**src/rtl/sign_div.sv**
```systemverilog
// sign_div: sequential signed integer divider (restoring, one quotient bit per clock).
//
// Divides a 2N-bit signed dividend X by an N-bit signed divisor Y and gives an
// N-bit quotient Q and an N-bit remainder R. Division truncates toward zero, and
// the remainder takes the sign of the dividend. The core works on unsigned
// magnitudes, and the signs are applied once all 2N quotient bits are known.
//
// Ports:
//   clk    - system clock, rising edge
//   rst    - asynchronous reset, active low
//   start  - request; sampled only while idle
//   X      - 2N-bit signed dividend
//   Y      - N-bit signed divisor
//   Q      - N-bit signed quotient (registered)
//   R      - N-bit signed remainder (registered)
//   dz     - divide-by-zero flag (registered)
//   ovf    - quotient does not fit in N signed bits (registered)
//   valid  - result valid, held high until start is dropped (registered)
module sign_div #(
    parameter int N = 8
) (
    input  logic           clk,
    input  logic           rst,
    input  logic           start,
    input  logic [2*N-1:0] X,
    input  logic [N-1:0]   Y,
    output logic [N-1:0]   Q,
    output logic [N-1:0]   R,
    output logic           dz,
    output logic           ovf,
    output logic           valid
);

    typedef enum logic [1:0] {
        IDLE,
        CALC,
        DONE
    } state_t;

    localparam int CW = $clog2(2*N+1);

    // Largest quotient magnitudes that still fit in N signed bits.
    localparam logic [2*N-1:0] NEG_LIMIT = {{N{1'b0}}, 1'b1, {(N-1){1'b0}}};
    localparam logic [2*N-1:0] POS_LIMIT = {{(N+1){1'b0}}, {(N-1){1'b1}}};

    state_t state, next_state;

    logic [CW-1:0]  cnt;
    logic [2*N-1:0] dvd;
    logic [2*N-1:0] quo;
    logic [N-1:0]   dvs;
    logic [N-1:0]   rem;
    logic           sx;
    logic           sy;
    logic           zero;

    logic [2*N-1:0] abs_x;
    logic [N-1:0]   abs_y;
    logic [N:0]     shifted;
    logic [N:0]     diff;
    logic           fits;
    logic           neg;
    logic           q_ovf;
    logic [N-1:0]   q_fix;
    logic [N-1:0]   r_fix;

    // Magnitudes are taken modulo 2^W, so the most negative operands map onto
    // their true unsigned magnitude (e.g. -128 -> 8'h80) without wrapping.
    assign abs_x = X[2*N-1] ? -X : X;
    assign abs_y = Y[N-1]   ? -Y : Y;

    // The partial remainder is always below the divisor, so after the shift it
    // fits in N+1 bits. The trial difference's top bit is the borrow: clear
    // means the divisor fitted and this quotient bit is a 1.
    assign shifted = {rem, dvd[2*N-1]};
    assign diff    = shifted - {1'b0, dvs};
    assign fits    = ~diff[N];

    // Sign fix-up and range check applied on the finishing CALC cycle.
    assign neg   = sx ^ sy;
    assign q_ovf = neg ? (quo > NEG_LIMIT) : (quo > POS_LIMIT);
    assign q_fix = neg ? -quo[N-1:0] : quo[N-1:0];
    assign r_fix = sx  ? -rem : rem;

    // State register.
    always_ff @(posedge clk or negedge rst) begin
        if (!rst) begin
            state <= IDLE;
        end else begin
            state <= next_state;
        end
    end

    // Next-state logic. A zero divisor still passes through CALC, but with the
    // counter loaded to zero, so it finishes on the very next edge.
    always_comb begin
        next_state = state;
        case (state)
            IDLE: if (start)      next_state = CALC;
            CALC: if (cnt == '0)  next_state = DONE;
            DONE: if (!start)     next_state = IDLE;
            default:              next_state = IDLE;
        endcase
    end

    // Datapath: operand capture, the restoring iterations, and result
    // registration. Results stay on Q/R/flags until a later operation
    // finishes and overwrites them.
    always_ff @(posedge clk or negedge rst) begin
        if (!rst) begin
            cnt   <= '0;
            dvd   <= '0;
            quo   <= '0;
            dvs   <= '0;
            rem   <= '0;
            sx    <= 1'b0;
            sy    <= 1'b0;
            zero  <= 1'b0;
            Q     <= '0;
            R     <= '0;
            dz    <= 1'b0;
            ovf   <= 1'b0;
            valid <= 1'b0;
        end else begin
            case (state)
                IDLE: begin
                    if (start) begin
                        dvd  <= abs_x;
                        dvs  <= abs_y;
                        sx   <= X[2*N-1];
                        sy   <= Y[N-1];
                        rem  <= '0;
                        quo  <= '0;
                        zero <= (Y == '0);
                        cnt  <= (Y == '0) ? '0 : CW'(2*N);
                    end
                end
                CALC: begin
                    if (cnt != '0) begin
                        rem <= fits ? diff[N-1:0] : shifted[N-1:0];
                        quo <= {quo[2*N-2:0], fits};
                        dvd <= {dvd[2*N-2:0], 1'b0};
                        cnt <= cnt - CW'(1);
                    end else begin
                        Q     <= q_ovf ? '0 : q_fix;
                        R     <= q_ovf ? '0 : r_fix;
                        ovf   <= q_ovf;
                        dz    <= zero;
                        valid <= 1'b1;
                    end
                end
                DONE: begin
                    if (!start) begin
                        valid <= 1'b0;
                    end
                end
                default: begin
                    valid <= 1'b0;
                end
            endcase
        end
    end

endmodule

```
**config.mk**
```make
export PLATFORM = sky130hd
export DESIGN_NAME = sign_div
export DESIGN_NICKNAME = d
export VERILOG_FILES = /design/src/rtl/sign_div.sv
export SDC_FILE = /design/constraint.sdc
export NUM_CORES = 1
export LEC_CHECK = 0
export ABC_AREA = 1
export CAP_MARGIN = 20
export CORE_MARGIN = 10
export CORE_UTILIZATION = 30
export CTS_CLUSTER_SIZE = 10
export DETAILED_ROUTE_END_ITERATION = 8
export PLACE_DENSITY = 0.46
export SYNTH_ARGS = -nofsm -noshare
export SYNTH_HDL_FRONTEND = slang
export SYNTH_SLANG_ARGS = --single-unit
```
**constraint.sdc**
```tcl
create_clock -name clk -period 2.18 [get_ports clk]
set_clock_uncertainty 0.15 [all_clocks]
set_input_delay 0.545 -clock clk [delete_from_list [all_inputs] [get_ports clk]]
set_output_delay 0.545 -clock clk [all_outputs]
set_load 0.01 [all_outputs]
```
==> results.sh <==
export IMPL_place_congestion=0.825
export IMPL_most_area_consuming_cells_after_synthesis="sky130_fd_sc_hd__dfrtp_1 43%, sky130_fd_sc_hd__nand2_1 14%, sky130_fd_sc_hd__nand3_1 6.8%"
export IMPL_floorplan_io_pins=46
export IMPL_grt_pass1_wl_mm=19.0
export IMPL_initial_utilization_pct=30.8
export IMPL_dr_first_iter_drc_count=228
export IMPL_outcome="finished clean"
export IMPL_layout_cells_non_filler=871
export IMPL_crit_path_start_kind="flop"
export IMPL_vias=4022
export IMPL_finalSetupTns_ns=0
export IMPL_cts_buffers_inserted=9
export IMPL_power_internal_mw=4.91
export IMPL_p_sw_share_pct=44.0
export IMPL_place_port_buffers=45
export IMPL_syn_mean_instance_area_sq_um=7.50
export IMPL_synth_seq_area_share_pct=42.7
export IMPL_cp_required_ns=2.30
export IMPL_coreArea_sq_um=14600
export IMPL_r2r_worst_path_cells=12
export IMPL_clk_latency_ns=0.34
export IMPL_num_rows=44
export IMPL_synth_commonest_cells="168 x sky130_fd_sc_hd__nand2_1, 77 x sky130_fd_sc_hd__dfrtp_1, 73 x sky130_fd_sc_hd__inv_1"
export IMPL_first_pass_iters=4
export IMPL_layout_core_utilization_pct=39.3
export IMPL_wl_per_cell_um=12.8
export IMPL_antenna_cells_inserted=0
export IMPL_post_synth_top_area_cell="sky130_fd_sc_hd__dfrtp_1"
export IMPL_synth_edff_count=0
export IMPL_path_class="flop to flop"
export IMPL_max_slew_worst_pin_slew_ns=0.535
export IMPL_setup_repair_after_global_routing_missed_its_margin="no"
export IMPL_share_comb_of_total_power_pct=57.2
export IMPL_path_clk_slew_ns=0.06
export IMPL_synth_lib_cells_used_distinct=35
export IMPL_post_route_cells_drive_above_1_share_pct=12.7
export IMPL_async_flop_share_pct=100
export IMPL_dp_cells=855
export IMPL_residual_overflow_from_global_routing=0
export IMPL_hold_viol_final=0
export IMPL_timing_max_transition_violations_final=0
export IMPL_timing_critical_path_fanout_max=5
export IMPL_syn_instance_count=602
export IMPL_cts_htree_levels=3
export IMPL_synth_warning_count=0
export IMPL_track_usage_pct=11.5
export IMPL_worst_hold_path_type="input port to async pin"
export IMPL_clkSinkCount=77
export IMPL_timing_final_crit_share_pct=93.5
export IMPL_most_common_cell_in_the_synthesized_netlist="sky130_fd_sc_hd__nand2_1"
export IMPL_static_leakage_power_nw=2.83
export IMPL_clockPowerShare_pct=15.4
export IMPL_postSynthNetCount=644
export IMPL_wl_mm=11.2
export IMPL_nNetsFinal=725
export IMPL_setup_viol=0
export IMPL_yosys_most_used_dff="sky130_fd_sc_hd__dfrtp_1"
export IMPL_clk_root_buffer_cell="sky130_fd_sc_hd__clkbuf_16"
export IMPL_antenna_violations_before_repair=0
export IMPL_fmaxAchievable_mhz=491
export IMPL_detail_route_vias_per_cell=4.62
export IMPL_cp_data_arrival_time_ns=2.16
export IMPL_design_die_area_sq_um=20400
export IMPL_drc=0
export IMPL_pin_count_of_the_biggest_net_entering_global_routing=38
export IMPL_route_antenna_remaining_nets=0
export IMPL_clock_tree_from_tritoncts="done"
export IMPL_ys_seq_elements=77
export IMPL_critical_path_endpoint_type="flop"
export IMPL_post_synth_instance_area_sq_um=4510
export IMPL_first_global_vias=3978
export IMPL_post_layout_min_period_ns=2.04
export IMPL_die_h_um=143
export IMPL_post_cts_hold_buffer_count=0
export IMPL_die_width_um=143
export IMPL_dp_final_hpwl_mm=8.66
export IMPL_synth_largest_type_area_fraction_pct=42.7
export IMPL_power_sequential_fraction_pct=27.4
export IMPL_max_cap_violations=0
export IMPL_syn2layout_area_growth_pct=27.5
export IMPL_clock_tree_buffer_depth=2
export IMPL_switching_component_of_the_power_mw=3.86
export IMPL_worst_slew_margin_rel_pct=64.3
export IMPL_cellPowerDensity_nw_per_um2=1520
export IMPL_ir_drop_v=0.000501
[sequential cells by signal, indices dropped and copies added (netlist names), 2 cells and up]
name   count
state      2
quo       16
cnt        5
dvd       16
rem        8
R          8
dvs        8
Q          8
[through the flow]
| step | area [sq um] | hold slack (ns) | total power [mW] | setup slack [ns] |
|---|---|---|---|---|
| after global placement | 5480 | 0.316 | 7.39 | 0.0229 |
| after floorplan | 4510 | 0.0994 | 5.71 | 0.199 |
| after CTS | 5730 | 0.0518 | 8.83 | 0.0543 |
| final | 5760 | 0.0345 | 8.76 | 0.142 |
| after detailed placement | 5480 | 0.321 | 7.44 | 0.0105 |
| after global routing | 5760 | 0.0708 | 9.69 | 0.00181 |
[kinds of logic (layout without fill, tap and decap cells)]
kind of cell | after synthesis | count (layout) | synth area share (%)
adder cells (fa/ha/maj) | 15 | 15 | 4.32
flip-flops | 77 | 77 | 42.7
AND/OR/NAND/NOR | 297 | 298 | 27.9
buffers and inverters | 95 | 179 | 8.51
AO/OA/AOI/OAI | 98 | 98 | 12.7
XOR/XNOR | 20 | 20 | 3.88
[power groups by stage]
| stage | Combinational, mW | Clock (mW) | Sequential (mW) |
|---|---|---|---|
| 2_1_floorplan | 3.30 | 0 | 2.42 |
| 3_3_place_gp | 4.98 | 0 | 2.41 |
| 3_5_place_dp | 5.02 | 0 | 2.43 |
| 4_1_cts | 5.04 | 1.39 | 2.41 |
| 5_1_grt | 5.75 | 1.45 | 2.49 |
| 6_report | 5.01 | 1.35 | 2.40 |
[final timing paths]
check | start | endpoint | slack, ns
setup / recovery | dvs[0] | rem[5] | 0.14
min in group clk | Q[5] | Q[5] | 0.33
max in group asynchronous | rst | dvd[10] | 1.33
setup reg to reg | dvs[0] | rem[5] | 0.14
hold reg to reg | Q[5] | Q[5] | 0.33
hold / removal | rst | R[5] | 0.03
[worst max-delay path, stage by stage, from the launching register on]
cell and delay, ns:
sky130_fd_sc_hd__dfrtp_1 0.39, sky130_fd_sc_hd__ha_1 0.22, sky130_fd_sc_hd__fa_2 0.35, sky130_fd_sc_hd__inv_1 0.06, sky130_fd_sc_hd__nand3_1 0.09, sky130_fd_sc_hd__nand2_2 0.10
sky130_fd_sc_hd__nand2_2 0.08, sky130_fd_sc_hd__nand2_2 0.08, sky130_fd_sc_hd__nand2_2 0.10, sky130_fd_sc_hd__buf_12 0.14, sky130_fd_sc_hd__nand3_1 0.06, sky130_fd_sc_hd__nand3_1 0.08
sky130_fd_sc_hd__nand2_1 0.07
[metal layers]
metal / wire [um] / track usage, % / share of wire, %
met4: 184 / 4.83 / 1.6
met5: 0 / 0 / 0
met3: 444 / 2.45 / 4.0
met2: 4980 / 18.3 / 45
met1: 5550 / 14.7 / 50
[placed cells by master (no fill, tap or decap), types with 2 or more instances in the layout]
cell type / count
sky130_fd_sc_hd__a21oi_1: 18
sky130_fd_sc_hd__nor2_1: 47
sky130_fd_sc_hd__nand2_4: 2
sky130_fd_sc_hd__clkbuf_1: 2
sky130_fd_sc_hd__buf_4: 38
sky130_fd_sc_hd__o21ai_2: 10
sky130_fd_sc_hd__o22ai_1: 5
sky130_fd_sc_hd__xnor2_1: 3
sky130_fd_sc_hd__nor3_1: 4
sky130_fd_sc_hd__clkdlybuf4s50_1: 44
sky130_fd_sc_hd__nor2_2: 2
sky130_fd_sc_hd__nor2_4: 2
sky130_fd_sc_hd__nand3_1: 62
sky130_fd_sc_hd__o31ai_1: 2
sky130_fd_sc_hd__nand2_1: 165
sky130_fd_sc_hd__inv_2: 4
sky130_fd_sc_hd__dfrtp_1: 77
sky130_fd_sc_hd__o21ai_1: 13
sky130_fd_sc_hd__xor2_1: 17
sky130_fd_sc_hd__o21ai_0: 41
sky130_fd_sc_hd__buf_12: 5
sky130_fd_sc_hd__nand4_1: 4
sky130_fd_sc_hd__ha_1: 14
sky130_fd_sc_hd__clkinv_2: 2
sky130_fd_sc_hd__nand2_2: 7
sky130_fd_sc_hd__clkbuf_16: 9
sky130_fd_sc_hd__o211ai_1: 3
sky130_fd_sc_hd__inv_1: 73
[final cells by class]
| type | instances | area, sq um |
|---|---|---|
| inverters | 77 | 289 |
| fillers | 1551 | 8890 |
| multi-input cells | 431 | 2230 |
| clock inverters | 4 | 26.3 |
| repair buffers | 87 | 826 |
| clock buffers | 11 | 233 |
| flip-flops and latches | 77 | 1930 |
| well taps | 184 | 230 |
[timing repair]
item,CTS,global route
setup buffers,0,0
endpoints found under the setup margin,0,9
resized for setup,0,6
Note: power is estimated with default switching activity, not from simulation.
